`config.mk`:
```
export PLATFORM = sky130hd
export DESIGN_NAME = four_bit_serial_sub_flat
export DESIGN_NICKNAME = d
export VERILOG_FILES = /design/src/rtl/four_bit_serial_sub_if.sv /design/src/rtl/four_bit_serial_sub.sv /design/src/flat_wrapper.sv
export SDC_FILE = /design/constraint.sdc
export NUM_CORES = 1
export LEC_CHECK = 0
export BUFFER_PORTS_ARGS = -buffer_cell sky130_fd_sc_hd__buf_2
export CORE_AREA = 2 2 47 49
export CTS_BUF_LIST = sky130_fd_sc_hd__clkbuf_8
export DETAILED_ROUTE_END_ITERATION = 16
export DIE_AREA = 0 0 49 51
export HOLD_SLACK_MARGIN = 0.15
export PLACE_DENSITY = 0.78
export SYNTH_ARGS = -nofsm -noshare
export SYNTH_HDL_FRONTEND = slang
export SYNTH_SLANG_ARGS = --single-unit
```
`constraint.sdc`:
```
create_clock -name clk -period 1.2 [get_ports clk]
set_input_delay 0.18 -clock clk [delete_from_list [all_inputs] [get_ports clk]]
set_output_delay 0.18 -clock clk [all_outputs]
set_load 0.05 [all_outputs]
```
`src/rtl/four_bit_serial_sub_if.sv`:
```
// Request/response bundle for the bit-serial subtractor: operands and start in,
// busy/done status and the held difference/borrow out, plus an FSM state tap.
interface four_bit_serial_sub_if #(
    parameter int WIDTH = 4
);
    logic             start;
    logic [WIDTH-1:0] a;
    logic [WIDTH-1:0] b;
    logic             bin;
    logic             busy;
    logic             done;
    logic [WIDTH-1:0] d;
    logic             bout;
    logic [1:0]       state_dbg;

    // Handshake: start is accepted only when busy=0 (IDLE) or in the done cycle;
    // a, b, bin are sampled at that accepting edge only; done is a one-cycle
    // pulse marking d/bout valid, and d/bout hold until the next result.
    modport master (
        output start, a, b, bin,
        input  busy, done, d, bout, state_dbg
    );

    modport slave (
        input  start, a, b, bin,
        output busy, done, d, bout, state_dbg
    );
endinterface

```
`src/rtl/four_bit_serial_sub.sv`:
```
// Bit-serial subtractor: d = a - b - bin, one bit per clock LSB first, with a
// start/busy/done handshake; the result is published in one step at completion.
module four_bit_serial_sub #(
    parameter int WIDTH = 4
) (
    input logic                 clk,
    input logic                 rst,
    four_bit_serial_sub_if.slave bus
);
    localparam int CW = $clog2(WIDTH) + 1;

    typedef enum logic [1:0] {
        IDLE  = 2'd0,
        SHIFT = 2'd1,
        DONE  = 2'd2
    } state_t;

    state_t           state;
    state_t           state_next;
    logic [WIDTH-1:0] a_r;
    logic [WIDTH-1:0] b_r;
    logic [WIDTH-1:0] res_r;
    logic [WIDTH-1:0] d_r;
    logic             br;
    logic             bout_r;
    logic [CW-1:0]    cnt;
    logic             accept;
    logic             last;
    logic             diff_bit;
    logic             br_next;
    logic [WIDTH-1:0] res_next;
    logic             busy_c;
    logic             done_c;

    assign accept   = bus.start && ((state == IDLE) || (state == DONE));
    assign last     = (cnt == CW'(WIDTH - 1));
    // Operands shift right so bit i is always at [0]; the result fills from the
    // top, so after WIDTH shifts the bit produced on step i sits at position i.
    assign diff_bit = a_r[0] ^ b_r[0] ^ br;
    assign br_next  = (~a_r[0] & b_r[0]) | (~(a_r[0] ^ b_r[0]) & br);
    assign res_next = {diff_bit, res_r[WIDTH-1:1]};

    always_ff @(posedge clk) begin
        if (rst) begin
            state <= IDLE;
        end else begin
            state <= state_next;
        end
    end

    always_comb begin
        state_next = state;
        case (state)
            IDLE:    if (bus.start) state_next = SHIFT;
            SHIFT:   if (last) state_next = DONE;
            DONE:    state_next = bus.start ? SHIFT : IDLE;
            default: state_next = IDLE;
        endcase
    end

    always_comb begin
        busy_c = 1'b0;
        done_c = 1'b0;
        case (state)
            SHIFT:   busy_c = 1'b1;
            DONE:    done_c = 1'b1;
            default: ;
        endcase
    end

    always_ff @(posedge clk) begin
        if (rst) begin
            a_r    <= '0;
            b_r    <= '0;
            res_r  <= '0;
            br     <= 1'b0;
            cnt    <= '0;
            d_r    <= '0;
            bout_r <= 1'b0;
        end else if (accept) begin
            a_r   <= bus.a;
            b_r   <= bus.b;
            br    <= bus.bin;
            res_r <= '0;
            cnt   <= '0;
        end else if (state == SHIFT) begin
            a_r   <= a_r >> 1;
            b_r   <= b_r >> 1;
            br    <= br_next;
            res_r <= res_next;
            cnt   <= cnt + 1'b1;
            if (last) begin
                d_r    <= res_next;
                bout_r <= br_next;
            end
        end
    end

    assign bus.busy      = busy_c;
    assign bus.done      = done_c;
    assign bus.d         = d_r;
    assign bus.bout      = bout_r;
    assign bus.state_dbg = state;
endmodule

```
`src/flat_wrapper.sv`:
```
// flat-port wrapper written by rule: the top's interface ports become plain ports
module four_bit_serial_sub_flat 
#(
    parameter int WIDTH = 4
)
  (clk, rst, bus_start, bus_a, bus_b, bus_bin, bus_busy, bus_done, bus_d, bus_bout, bus_state_dbg);
  four_bit_serial_sub_if #(.WIDTH(WIDTH)) bus_i ();
  input logic clk;
  input logic rst;
  input wire logic [$bits(bus_i.start)-1:0] bus_start;
  input wire logic [$bits(bus_i.a)-1:0] bus_a;
  input wire logic [$bits(bus_i.b)-1:0] bus_b;
  input wire logic [$bits(bus_i.bin)-1:0] bus_bin;
  output wire logic [$bits(bus_i.busy)-1:0] bus_busy;
  output wire logic [$bits(bus_i.done)-1:0] bus_done;
  output wire logic [$bits(bus_i.d)-1:0] bus_d;
  output wire logic [$bits(bus_i.bout)-1:0] bus_bout;
  output wire logic [$bits(bus_i.state_dbg)-1:0] bus_state_dbg;
  assign bus_i.start = bus_start;
  assign bus_i.a = bus_a;
  assign bus_i.b = bus_b;
  assign bus_i.bin = bus_bin;
  assign bus_busy = bus_i.busy;
  assign bus_done = bus_i.done;
  assign bus_d = bus_i.d;
  assign bus_bout = bus_i.bout;
  assign bus_state_dbg = bus_i.state_dbg;
  four_bit_serial_sub #(.WIDTH(WIDTH)) u_core (.clk(clk), .rst(rst), .bus(bus_i));
endmodule
```
== Word level (Yosys, flattened, before mapping) ==
Cells that the tools add are included.

* Register bits after elaboration: 23
* Output and inout bits: 9
* Logic and storage cells: 41

* $add $sub $neg: 1
* Equal/unequal tests: 5
* Multiplexer cells: 12
* Bitwise logic cells: 8
* Reduce and logical (&&, ||, !) cells: 7

{| class="wikitable"
|+ Operator list
! cell !! number
|-
| $mux 4 || 4
|-
| $pmux 2 s3 || 1
|-
| $mux 1 || 5
|-
| $mux 2 || 2
|-
| $add 3x1->3 const B || 1
|-
| $eq 3x2->1 const B || 1
|-
| $not 1->1 || 3
|-
| $reduce_and 3->1 || 1
|-
| $and 1x1->1 || 2
|-
| $eq 2x1->1 const B || 1
|-
| $eq 2x2->1 const B || 1
|-
| $logic_not 2->1 || 1
|-
| $ne 2x1->1 const B || 1
|-
| $ne 2x2->1 const B || 1
|-
| $reduce_and 2->1 || 1
|-
| $reduce_bool 2->1 || 1
|-
| $reduce_or 2->1 || 1
|-
| $xor 1x1->1 || 2
|-
| $logic_and 1x1->1 || 1
|-
| $logic_or 1x1->1 || 1
|-
| $or 1x1->1 || 1
|}

== Logic depth before layout (Yosys ltp) ==
* Depth after elaboration: 6
* Gate-level depth with buffers: 6
* Depth with buffers taken out: 5

== Worst setup path after synthesis ==
Ideal clock, no wire load.

* Kind: register to register
* Start: reg u_core.state[0] (netlist: u_core.bus.state_dbg[0])
* End: reg u_core.d_r[1] (netlist: u_core.bus.d[1])
* Setup time: 0.071 ns
* Data arrival time: 1.391 ns
* Data required time: 1.129 ns
* Setup slack: -0.261 ns
* Cell stages (with the launch flop): 6
* Path buffers: 1
* Cell sequence: dfxtp_1 -> nand2b_2 -> inv_4 -> buf_4 -> nand3_1 -> a21oi_1

* Longest elaborated chain between the ends: 5
* Elaborated cells between the ends (all ways): 7
* Classes of those cells: eq/ne (2); bitwise (1); reduce/logical (4)

{| class="wikitable"
|+ RTL lines
! what !! line !! source
|-
| from (decl) || four_bit_serial_sub.sv:18 || <nowiki>state_t state;</nowiki>
|-
| from (signal assigned) || four_bit_serial_sub.sv:47 || <nowiki>state <= state_next;</nowiki>
|-
| $eq 2x2->1 or $logic_not 2->1 (tied branches) || four_bit_serial_sub.sv:35 || <nowiki>assign accept = bus.start && ((state == IDLE) || (state == DONE));</nowiki>
|-
| $logic_or 1x1->1 || four_bit_serial_sub.sv:35 ||
|-
| $logic_and 1x1->1 || four_bit_serial_sub.sv:35 ||
|-
| $not 1->1 (no source line) || -- ||
|-
| $reduce_and 3->1 (no source line) (*) || -- ||
|-
| to (signal assigned) || four_bit_serial_sub.sv:93 || <nowiki>d_r <= res_next;</nowiki>
|-
| to (decl) || four_bit_serial_sub.sv:23 || <nowiki>logic [WIDTH-1:0] d_r;</nowiki>
|}

Every way passes the cells marked *; elsewhere a longest branch is shown, timed or not.
A chain may end at the register's enable or synchronous reset.

== Final worst setup path ==
* Start: reg u_core.br
* End: reg u_core.br

* Longest elaborated chain between the ends: 4

{| class="wikitable"
|+ RTL lines
! what !! line !! source
|-
| from (decl) || four_bit_serial_sub.sv:24 || <nowiki>logic br;</nowiki>
|-
| from (signal assigned) || four_bit_serial_sub.sv:83 || <nowiki>br <= bus.bin;</nowiki>
|-
| from (signal assigned) || four_bit_serial_sub.sv:89 || <nowiki>br <= br_next;</nowiki>
|-
| $and 1x1->1 || four_bit_serial_sub.sv:40 || <nowiki>assign br_next = (~a_r[0] & b_r[0]) | (~(a_r[0] ^ b_r[0]) & br);</nowiki>
|-
| $or 1x1->1 || four_bit_serial_sub.sv:40 ||
|-
| $mux 1 || four_bit_serial_sub.sv:86 || <nowiki>end else if (state == SHIFT) begin</nowiki>
|-
| $mux 1 || four_bit_serial_sub.sv:80 || <nowiki>end else if (accept) begin</nowiki>
|}

No other way between the ends. The select of a mux whose other input is x is not followed.

==> results.toml <==
[final_layout]
final_common_cell = "buf_2"
final_cell_mix = "18 x buf_2, 16 x dfxtp_1, 15 x nand2_1"
layout.filler_cells = 182
drive_above_1_share = 0.489
area_growth_syn_to_layout_pct = 43.0
finish.net_count = 151
antenna-diode-count = 0

[hold_path]
min_from = "rst"
worst_hold_path_type = "primary input to flip-flop"

[placed_design]
place.port_buffers = 20
place.gp.congestion = 0.791
detailedPlacementHpwl_mm = 1.34

[floorplanning]
ios = 21
die_width_um = 49
placement_rows = 17
floorplan.initialDensity = 0.451
chipHeight_um = 51
design.core.area_mm2 = 0.00206
floorplan.die_area_mm2 = 0.00250

[routing]
remaining_drc_errors = 0
dr_total_vias = 851
route.detailed.wl_per_inst_um = 13.3
detail_route.wirelength_mm = 2.16
route.detailed.vias_per_inst = 5.22
final_antenna_net_count = 0
first_iter_violations = 13
first_pass_iters = 6

[timing]
fin_crit_ps = 1190
finalSetupTns_ps = 0
final-setup-viol-count = 0
post-route-period-util = 0.991
worstMarginPinSlew_ps = 255
maxSlewHeadroom = 0.831
clock-skew-final_ps = 4.00
finalHoldViolCount = 0
achievable_freq_mhz = 841
final-max-slew-violation-count = 0
rsz0062_at_grt = "yes"

[synthesis]
synth.distinct_cells = 29
postSynthAreaPerCell_um2 = 9.04
postSynthCellCount = 103
synth_nets = 118
yosys_warnings = 0
synth.ff_latch_count = 22
synth-edff-count = 0
synth_area_um2 = 931
synth-async-reset-ratio = 0
ys_dominant_reg_cell = "dfxtp_1"
synth_sequential_area_ratio = 0.473

[clock_network]
number_of_hold_repair_buffers_added_at_the_cts_stage = 0
ctsLongestPathBuffers = 2
clk_pin_slew_worst_paths_ps = 80
htree_levels = 1
numClockSinks = 22
cts_inserted_buffers = 3
root_driver = "clkbuf_8"
tritoncts_clock_tree = "done"
insertion_delay_ps = 260

[worst_setup_path]
largest_stage_delay_on_the_critical_path_ps = 410
path_class = "flip-flop to flip-flop"
worst-endpoint-arrival_ps = 1350
timing.critical_path.cells = "inv_2, fa_2, a2111oi_4"
timing.critical_path.slowest_stage_cell = "fa_2"
timing.rr.start = "u_core.br"
worst-path-max-fanout = 2
critical_path.startpoint_type = "flip-flop"
worstSetupStartpoint = "u_core.br"
timing.critical_path.required_ps = 1360
worstSetupEndpointType = "flip-flop"

[grt]
grt_pass1_wl_mm = 3.46
grt_start_max_net_pins = 14
antenna_violations_before_repair = 0
first_global_vias = 811
grt_util_overall = 0.182
overflow = 0

[pwr]
post-layout-total-power_uw = 1800
power-per-cell-area_mw_per_mm2 = 1350
leakagePower_uw = 0.000526
ir_worst_vdd_v = 0.000920

[job]
drv.max_cap_violation_count = 0

[outcome]
outcome = "complete, no violations"
critical path, delay by kind of cell, from the launching register on:
kind            cells  cell delay, ps
fa+ha+maj           1             410
flops               1             340
compound gates      1             290
buf+inv             1              40
layer usage:
| layer | GRT usage | routed length (um) |
|---|---|---|
| met2 | 0.356 | 1140 |
| met1 | 0.192 | 883 |
| met5 | 0 | 0 |
| met4 | 0.0857 | 74 |
| met3 | 0.0263 | 66 |
sequential cells by signal, indices dropped and copies added, names as in the netlist:
signal	cells
u_core.bus.d	4
u_core.b_r	4
u_core.cnt	3
u_core.a_r	4
u_core.bus.bout	1
u_core.br	1
u_core.res_r	3
u_core.bus.state_dbg	2
kinds of logic after synthesis:
group | after synthesis | synth area share
multiplexers | 2 | 0.0215
flip-flops | 22 | 0.473
AND/OR/NAND/NOR | 43 | 0.219
XOR/XNOR | 1 | 0.00941
buffers and inverters | 12 | 0.0739
adder cells (fa/ha/maj) | 3 | 0.0484
AO/OA/AOI/OAI | 20 | 0.155
final cells by class:
type / instances / area (um2) / share of cell area
multi-input cells: 69 / 508 / 0.382
flip-flops and latches: 22 / 453 / 0.340
repair buffers: 36 / 244 / 0.183
clock buffers: 3 / 41.3 / 0.0310
inverters: 4 / 20.0 / 0.0150
well taps: 28 / 35.0 / 0.0263
clock inverters: 1 / 30.0 / 0.0226
Yosys cell counts, types with 2 or more instances:
| cell | n | area share |
|---|---|---|
| a311oi_1 | 2 | 0.019 |
| a21oi_1 | 10 | 0.054 |
| nor3_1 | 9 | 0.048 |
| dfxtp_1 | 22 | 0.47 |
| buf_2 | 2 | 0.011 |
| ha_1 | 2 | 0.027 |
| nand2b_2 | 2 | 0.019 |
| nor2_1 | 7 | 0.028 |
| mux2i_1 | 2 | 0.022 |
| nand2_1 | 15 | 0.060 |
| nand3_1 | 5 | 0.027 |
| clkbuf_1 | 2 | 0.0081 |
| o22ai_1 | 3 | 0.020 |
| inv_1 | 3 | 0.012 |
| buf_4 | 3 | 0.024 |
stage by stage:
step	std cells	setup WS, ps	util	cell area [um2]	hold WS (ps)
after floorplan	103	-19.7	-	952	361
after detailed placement	152	-55.2	0.528	1090	449
after CTS	161	0.614	0.603	1240	184
after global routing	163	-23.2	0.645	1330	207
after global placement	152	16.9	0.528	1090	441
final	163	10.4	0.645	1330	182
repair_timing:
item | CTS | global route
endpoints found under the setup margin | 8 | 14
gates resized for setup | 12 | 17
setup buffers | 5 | 3
pin swaps | 2 | 10
where the power goes:
group / internal (uW) / switching, uW
sequential: 766 / 29.8
clock: 446 / 246
combinational: 147 / 166
worst paths after layout:
| check | end | slack (ps) | cells past startpoint |
|---|---|---|---|
| worst max-delay path | u_core.br | 10 | 3 |
| worst min-delay path | u_core.b_r[2] | 180 | 2 |
| worst max register to register | u_core.br | 10 | 3 |
| worst min register to register | u_core.res_r[1] | 460 | 2 |
No activity file was read; power rests on OpenSTA's default activity.
